File: src/rtl/neural_pkg.sv
// neural_pkg: shared fixed-point types and helpers for the neural datapath.
//   q16_16_t : signed Q16.16 value (16 integer bits, 16 fraction bits)
//   Q_FRAC   : number of fraction bits
//   Q_ONE    : 1.0 in Q16.16
//   q_mul()  : Q16.16 x Q16.16 -> Q16.16, full 64-bit product, truncating
//              arithmetic shift by Q_FRAC, wraps on overflow.
package neural_pkg;

    typedef logic signed [31:0] q16_16_t;

    localparam int      Q_FRAC = 16;
    localparam q16_16_t Q_ONE  = 32'h0001_0000;

    // The 64-bit signed product is shifted right arithmetically, then the
    // low 32 bits are kept: this is product[47:16] with no rounding and no
    // saturation, so out-of-range results wrap.
    function automatic q16_16_t q_mul(input q16_16_t a, input q16_16_t b);
        logic signed [63:0] prod;
        prod = 64'(a) * 64'(b);
        return q16_16_t'(prod >>> Q_FRAC);
    endfunction

endpackage

File: src/rtl/mult_pipe.sv
// mult_pipe: LATENCY-stage signed Q16.16 multiplier pipeline that carries a
// valid bit and an owner tag alongside the data.
//   clk, rst   : clock, asynchronous active-high reset (clears valid bits only)
//   in_valid   : a new operation enters the pipe this cycle
//   in_tag     : owner of the entering operation
//   in_a, in_b : Q16.16 operands
//   out_valid  : the last stage holds a result this cycle
//   out_tag    : owner of the result in the last stage
//   out_data   : Q16.16 product; holds the most recent result while out_valid=0
//   any_valid  : at least one stage holds an operation
module mult_pipe
    import neural_pkg::*;
#(
    parameter int TAG_W   = 2,
    parameter int LATENCY = 2
) (
    input  logic             clk,
    input  logic             rst,
    input  logic             in_valid,
    input  logic [TAG_W-1:0] in_tag,
    input  q16_16_t          in_a,
    input  q16_16_t          in_b,
    output logic             out_valid,
    output logic [TAG_W-1:0] out_tag,
    output q16_16_t          out_data,
    output logic             any_valid
);

    logic [LATENCY-1:0] vld_q;
    logic [TAG_W-1:0]   tag_q [LATENCY];

    // Only the valid bits are reset; tags and data are don't-care while
    // their valid bit is low.
    always_ff @(posedge clk or posedge rst) begin
        if (rst) begin
            vld_q <= '0;
        end else begin
            vld_q[0] <= in_valid;
            for (int i = 1; i < LATENCY; i++) begin
                vld_q[i] <= vld_q[i-1];
            end
        end
    end

    always_ff @(posedge clk) begin
        tag_q[0] <= in_tag;
        for (int i = 1; i < LATENCY; i++) begin
            tag_q[i] <= tag_q[i-1];
        end
    end

    generate
        if (LATENCY == 1) begin : g_single
            // Single stage: multiply in front of the only register.
            q16_16_t prod_q;

            always_ff @(posedge clk) begin
                if (in_valid) begin
                    prod_q <= q_mul(in_a, in_b);
                end
            end

            assign out_data = prod_q;
        end else begin : g_multi
            // Stage 0 registers the operands so the granted-operand mux and
            // the multiplier sit in different cycles; later stages only delay.
            q16_16_t op_a_q;
            q16_16_t op_b_q;
            q16_16_t dat_q [1:LATENCY-1];

            always_ff @(posedge clk) begin
                if (in_valid) begin
                    op_a_q <= in_a;
                    op_b_q <= in_b;
                end
                if (vld_q[0]) begin
                    dat_q[1] <= q_mul(op_a_q, op_b_q);
                end
                for (int i = 2; i < LATENCY; i++) begin
                    if (vld_q[i-1]) begin
                        dat_q[i] <= dat_q[i-1];
                    end
                end
            end

            assign out_data = dat_q[LATENCY-1];
        end
    endgenerate

    assign out_valid = vld_q[LATENCY-1];
    assign out_tag   = tag_q[LATENCY-1];
    assign any_valid = |vld_q;

endmodule

File: src/rtl/mult_scheduler.sv
// mult_scheduler: round-robin scheduler sharing one pipelined Q16.16
// multiplier among N_REQ requesters.
//   clk, rst    : clock, asynchronous active-high reset
//   req_valid   : per-requester request valid
//   req_a/req_b : per-requester Q16.16 operands
//   req_ready   : one-hot or zero grant for this cycle
//   rsp_valid   : one-hot or zero owner of rsp_data this cycle
//   rsp_data    : Q16.16 product; holds its last value while rsp_valid=0
//   idle        : nothing in flight and no requester busy
//
// Handshake: a request is accepted in a cycle where req_valid[i] and
// req_ready[i] are both high. The requester holds req_valid, req_a and req_b
// stable until accepted. req_ready never depends on req_a/req_b. Responses
// have no backpressure: rsp_valid[i] is high for exactly one cycle,
// LATENCY cycles after the accept, and the requester must capture it then.
module mult_scheduler
    import neural_pkg::*;
#(
    parameter int N_REQ   = 4,
    parameter int LATENCY = 2
) (
    input  logic                   clk,
    input  logic                   rst,
    input  logic [N_REQ-1:0]       req_valid,
    input  logic [N_REQ-1:0][31:0] req_a,
    input  logic [N_REQ-1:0][31:0] req_b,
    output logic [N_REQ-1:0]       req_ready,
    output logic [N_REQ-1:0]       rsp_valid,
    output logic [31:0]            rsp_data,
    output logic                   idle
);

    localparam int TAG_W = $clog2(N_REQ);

    logic [N_REQ-1:0] busy_q;
    logic [TAG_W-1:0] ptr_q;
    logic [N_REQ-1:0] eligible;
    logic [N_REQ-1:0] grant;
    logic [TAG_W-1:0] gnt_tag;
    logic             gnt_found;
    logic [TAG_W-1:0] ptr_next;

    logic             pipe_valid;
    logic [TAG_W-1:0] pipe_tag;
    q16_16_t          pipe_data;
    logic             pipe_any;
    q16_16_t          rsp_hold_q;

    // A requester with an operation in flight may not be granted again, so
    // each requester has at most one outstanding result.
    assign eligible = req_valid & ~busy_q;

    // Round-robin search starting at ptr_q; the first eligible index wins.
    always_comb begin
        logic [TAG_W:0]   cand_sum;
        logic [TAG_W-1:0] cand;
        grant     = '0;
        gnt_tag   = '0;
        gnt_found = 1'b0;
        cand_sum  = '0;
        cand      = '0;
        for (int k = 0; k < N_REQ; k++) begin
            cand_sum = {1'b0, ptr_q} + (TAG_W+1)'(k);
            if (cand_sum >= (TAG_W+1)'(N_REQ)) begin
                cand_sum = cand_sum - (TAG_W+1)'(N_REQ);
            end
            cand = cand_sum[TAG_W-1:0];
            if (!gnt_found && eligible[cand]) begin
                grant[cand] = 1'b1;
                gnt_tag     = cand;
                gnt_found   = 1'b1;
            end
        end
    end

    assign req_ready = grant;

    // Pointer moves just past the granted index, wrapping at N_REQ-1.
    assign ptr_next = (gnt_tag == TAG_W'(N_REQ - 1)) ? '0 : gnt_tag + TAG_W'(1);

    always_ff @(posedge clk or posedge rst) begin
        if (rst) begin
            ptr_q <= '0;
        end else if (gnt_found) begin
            ptr_q <= ptr_next;
        end
    end

    // Busy is set by the accept and dropped after the response cycle. The
    // same requester cannot be both granted and responding in one cycle.
    always_ff @(posedge clk or posedge rst) begin
        if (rst) begin
            busy_q <= '0;
        end else begin
            busy_q <= (busy_q & ~rsp_valid) | grant;
        end
    end

    mult_pipe #(
        .TAG_W   (TAG_W),
        .LATENCY (LATENCY)
    ) u_pipe (
        .clk       (clk),
        .rst       (rst),
        .in_valid  (gnt_found),
        .in_tag    (gnt_tag),
        .in_a      (q16_16_t'(req_a[gnt_tag])),
        .in_b      (q16_16_t'(req_b[gnt_tag])),
        .out_valid (pipe_valid),
        .out_tag   (pipe_tag),
        .out_data  (pipe_data),
        .any_valid (pipe_any)
    );

    // Response demux: one-hot owner from the tag of the last stage.
    always_comb begin
        rsp_valid = '0;
        if (pipe_valid) begin
            rsp_valid[pipe_tag] = 1'b1;
        end
    end

    // The pipe's data registers are not reset, so a separate holding
    // register gives rsp_data its reset value of zero and keeps the last
    // product between responses.
    always_ff @(posedge clk or posedge rst) begin
        if (rst) begin
            rsp_hold_q <= '0;
        end else if (pipe_valid) begin
            rsp_hold_q <= pipe_data;
        end
    end

    assign rsp_data = pipe_valid ? pipe_data : rsp_hold_q;
    assign idle     = !pipe_any && (busy_q == '0);

endmodule

File: config.mk
export PLATFORM = sky130hd
export DESIGN_NAME = mult_scheduler
export DESIGN_NICKNAME = d
export VERILOG_FILES = /design/src/rtl/neural_pkg.sv /design/src/rtl/mult_pipe.sv /design/src/rtl/mult_scheduler.sv
export SDC_FILE = /design/constraint.sdc
export NUM_CORES = 2
export LEC_CHECK = 0
export CAP_MARGIN = 5
export CORE_UTILIZATION = 45
export CTS_BUF_LIST = sky130_fd_sc_hd__clkbuf_8
export CTS_CLUSTER_DIAMETER = 100
export CTS_CLUSTER_SIZE = 8
export DETAILED_ROUTE_END_ITERATION = 10
export HOLD_SLACK_MARGIN = 0.08
export PLACE_DENSITY = 0.72
export SLEW_MARGIN = 20
export SYNTH_ARGS = -nofsm -noshare
export SYNTH_HDL_FRONTEND = slang
export SYNTH_SLANG_ARGS = --single-unit
export TNS_END_PERCENT = 10
File: constraint.sdc
create_clock -name clk -period 9.2 [get_ports clk]
set_input_delay 1.38 -clock clk [delete_from_list [all_inputs] [get_ports clk]]
set_output_delay 1.38 -clock clk [all_outputs]
set_load 0.03 [all_outputs]
==> flow_summary.yaml <==
run_status:
  status: "finished clean"
clock_tree:
  insertion_delay_ns: 0.56
  cts.path.max_buffers: 2
  cts_htree_levels: 4
  cts_resized: 0
  cts_hold_buf: 0
  cts_tree: "built"
  cts-buffers-inserted: 17
  cts_sinks: 140
  root_buffer: "clkbuf_8"
  clkTransAtPathRegs_ns: 0.10
  postCtsSetupBuffers: 0
timing:
  rsz0062_at_grt: "no"
  setup_ws_ns: 0.7418
  setup_viol: 0
  slew_viol_final: 0
  worst_pin_slew_ns: 1.183
  finalClockSkew_ns: 0.03119
  hold_viol_final: 0
  slew_headroom: 0.2114
  fmax_mhz: 118.2
  finalWorstPathRequiredPeriod_ns: 8.458
  fin_tns_setup_ns: 0
  period_share: 0.9194
final_layout:
  final_nets: 5216
  drive_gt1_frac: 0.04089
  final_util: 0.5134
  area_growth_pct: 12.88
  final_common_cell: "fa_1"
  final_cell_mix: "838 x fa_1, 796 x inv_1, 736 x nand2_1"
job:
  maxCapViolCount: 0
synthesis:
  synth_flop_cell: "edfxtp_1"
  async_flop_share: 0.2857
  yosysUniqueCellTypes: 58
  ys_seq_area_frac: 0.1127
  avgSynthCellArea_um2: 9.355
  synth_warnings: 0
  syn_inst: 3760
  synth-edff-count: 96
  ys_ff_latch: 140
  syn_nets: 5027
  netlist_area_um2: 35180
min_path:
  hold_path_depth: 0
  worstHoldStart: "u_pipe.tag_q[0][0]"
  hold_end: "u_pipe.tag_q[0][2]"
  worstHoldPathType: "flop to flop"
setup_path:
  arrival_ns: 8.76
  r2r-end: "u_pipe.g_multi.dat_q[1][31]"
  worstSetupPathType: "flop to flop"
  worstPathRequired_ns: 9.50
  r2r_setup_slack_ns: 0.74
  r2r-start: "u_pipe.g_multi.op_a_q[10]"
  reg2regPathDepth: 26
  end_kind: "flop"
  startpoint_type: "flop"
  critPathMaxFanout: 19
floorplanning:
  start_util: 0.4548
  core_area_um2: 77340
  pin_count: 303
  die_w_um: 281.6
  die_area_um2: 79290
  fp-row-count: 102
  die_y_um: 281.6
place:
  place_congestion: 0.9357
  pre_cts_slack_ns: 0.8268
  dp.final_hpwl_mm: 82.19
  port_buffers: 302
detailed_routing:
  via_per_inst: 5.222
  ant_nets: 0
  drc_errors: 0
  dr.pass1.iters: 8
  dr_total_vias: 26140
  post_drt_wl_per_cell_um: 19.94
  wl_mm: 99.80
  drtIter0Drc: 1629
grt:
  grt-ovfl-total: 0
  grt_use_total: 0.2683
  grt_max_degree: 81
  grt_pass1_wl_mm: 160.5
  antenna_found_initial: 4
  grt_pass1_vias: 28640
## critical path, stage by stage, from the launching register on
cell      delay, ns
edfxtp_1       0.96
buf_4          0.37
nand2_1        0.11
fa_1           0.51
fa_1           0.51
inv_1          0.06
fa_1           0.48
inv_1          0.06
fa_1           0.53
inv_1          0.04
ha_1           0.26
ha_1           0.27
inv_1          0.05
fa_1           0.48
inv_1          0.05
fa_1           0.42
ha_1           0.36
a21o_1         0.21
and2_1         0.17
o31ai_1        0.68
a41oi_1        0.29
o31a_1         0.31
buf_4          0.19
a41o_2         0.32
a211oi_2       0.24
o21bai_1       0.11
xnor2_1        0.13
## synthesized netlist by cell type, drive strengths merged (3+ instances only)
| cell | number | share of area |
|---|---|---|
| nand3 | 11 | 0.0016 |
| nor3 | 4 | 0.00057 |
| o21ai | 23 | 0.0033 |
| buf | 16 | 0.0036 |
| and2 | 425 | 0.076 |
| xnor2 | 56 | 0.014 |
| a21o | 11 | 0.0023 |
| fa | 838 | 0.48 |
| a31oi | 66 | 0.012 |
| and3 | 67 | 0.012 |
| nand4 | 11 | 0.0020 |
| nand2 | 736 | 0.079 |
| mux2 | 33 | 0.011 |
| a21oi | 33 | 0.0049 |
| o21bai | 5 | 0.0011 |
| inv | 799 | 0.085 |
| nor4 | 3 | 0.00053 |
| nand2b | 11 | 0.0020 |
| edfxtp | 96 | 0.082 |
| clkbuf | 200 | 0.021 |
| xor2 | 17 | 0.0042 |
| dfxtp | 4 | 0.0023 |
| dfrtp | 40 | 0.028 |
| nor2 | 28 | 0.0030 |
| a211oi | 4 | 0.0011 |
| ha | 167 | 0.059 |
| o31ai | 3 | 0.00064 |
| a22oi | 8 | 0.0017 |
| nor2b | 19 | 0.0034 |
## cell families after synthesis
logic type / count (synthesis) / share of synthesized area
and+or+nand+nor: 1323 / 0.1807
buffers and inverters: 1015 / 0.1102
adders and majority gates: 1005 / 0.5363
AOI/OAI and AO/OA: 169 / 0.03087
DFF: 140 / 0.1127
xor gates and xnor gates: 73 / 0.01818
muxes: 35 / 0.01113
## sequential cells by signal (all words and copies together) (netlist names), named ones only
signal / cells
u_pipe.g_multi.op_b_q: 32
ptr_q: 1
busy_q: 4
u_pipe.tag_q: 4
u_pipe.vld_q: 2
u_pipe.g_multi.op_a_q: 32
rsp_hold_q: 32
u_pipe.g_multi.dat_q: 32
## worst max-delay path by stage
stage / from / to / slack [ns] / cells after the start
after floorplan: u_pipe.g_multi.op_a_q[21] / u_pipe.g_multi.dat_q[1][31] / 1.79 / 27
after global placement: u_pipe.g_multi.op_a_q[10] / u_pipe.g_multi.dat_q[1][31] / 0.92 / 26
after detailed placement: u_pipe.g_multi.op_a_q[10] / u_pipe.g_multi.dat_q[1][31] / 0.83 / 26
after CTS: u_pipe.g_multi.op_a_q[10] / u_pipe.g_multi.dat_q[1][31] / 0.79 / 26
after global routing: u_pipe.g_multi.op_a_q[10] / u_pipe.g_multi.dat_q[1][20] / 0.34 / 23
final: u_pipe.g_multi.op_a_q[10] / u_pipe.g_multi.dat_q[1][31] / 0.74 / 26
## layout make-up
type / instances / area (µm²)
multi-input cells: 2605 / 27350
clock inverters: 15 / 155.1
well taps: 1040 / 1301
fillers: 7138 / 37630
diodes: 3 / 7.507
clock buffers: 17 / 234.0
inverters: 799 / 3003
flip-flops and latches: 140 / 3966
repair buffers: 386 / 3691
## per-stage QoR
| step | instance area [µm²] | std cells | hold WS, ns |
|---|---|---|---|
| CTS | 39700 | 5002 | 0.3372 |
| finish | 39710 | 5005 | 0.3374 |
| global placement | 39310 | 4970 | 0.3129 |
| floorplan | 35180 | 3760 | 0.3096 |
| global route | 39710 | 5005 | 0.3402 |
| detailed placement | 39310 | 4970 | 0.3121 |
## routing by layer
layer  vias up  GRT usage  part of all wire
met3       215    0.04848             0.078
met1     13420     0.3352              0.38
met4         2     0.1278             0.051
li1      11370          -                 -
met5         -          0           0.00013
met2      1131     0.4506              0.49
Power is not shown: default switching activity piles up to over one toggle a cycle in this logic, so the estimate is an artifact.
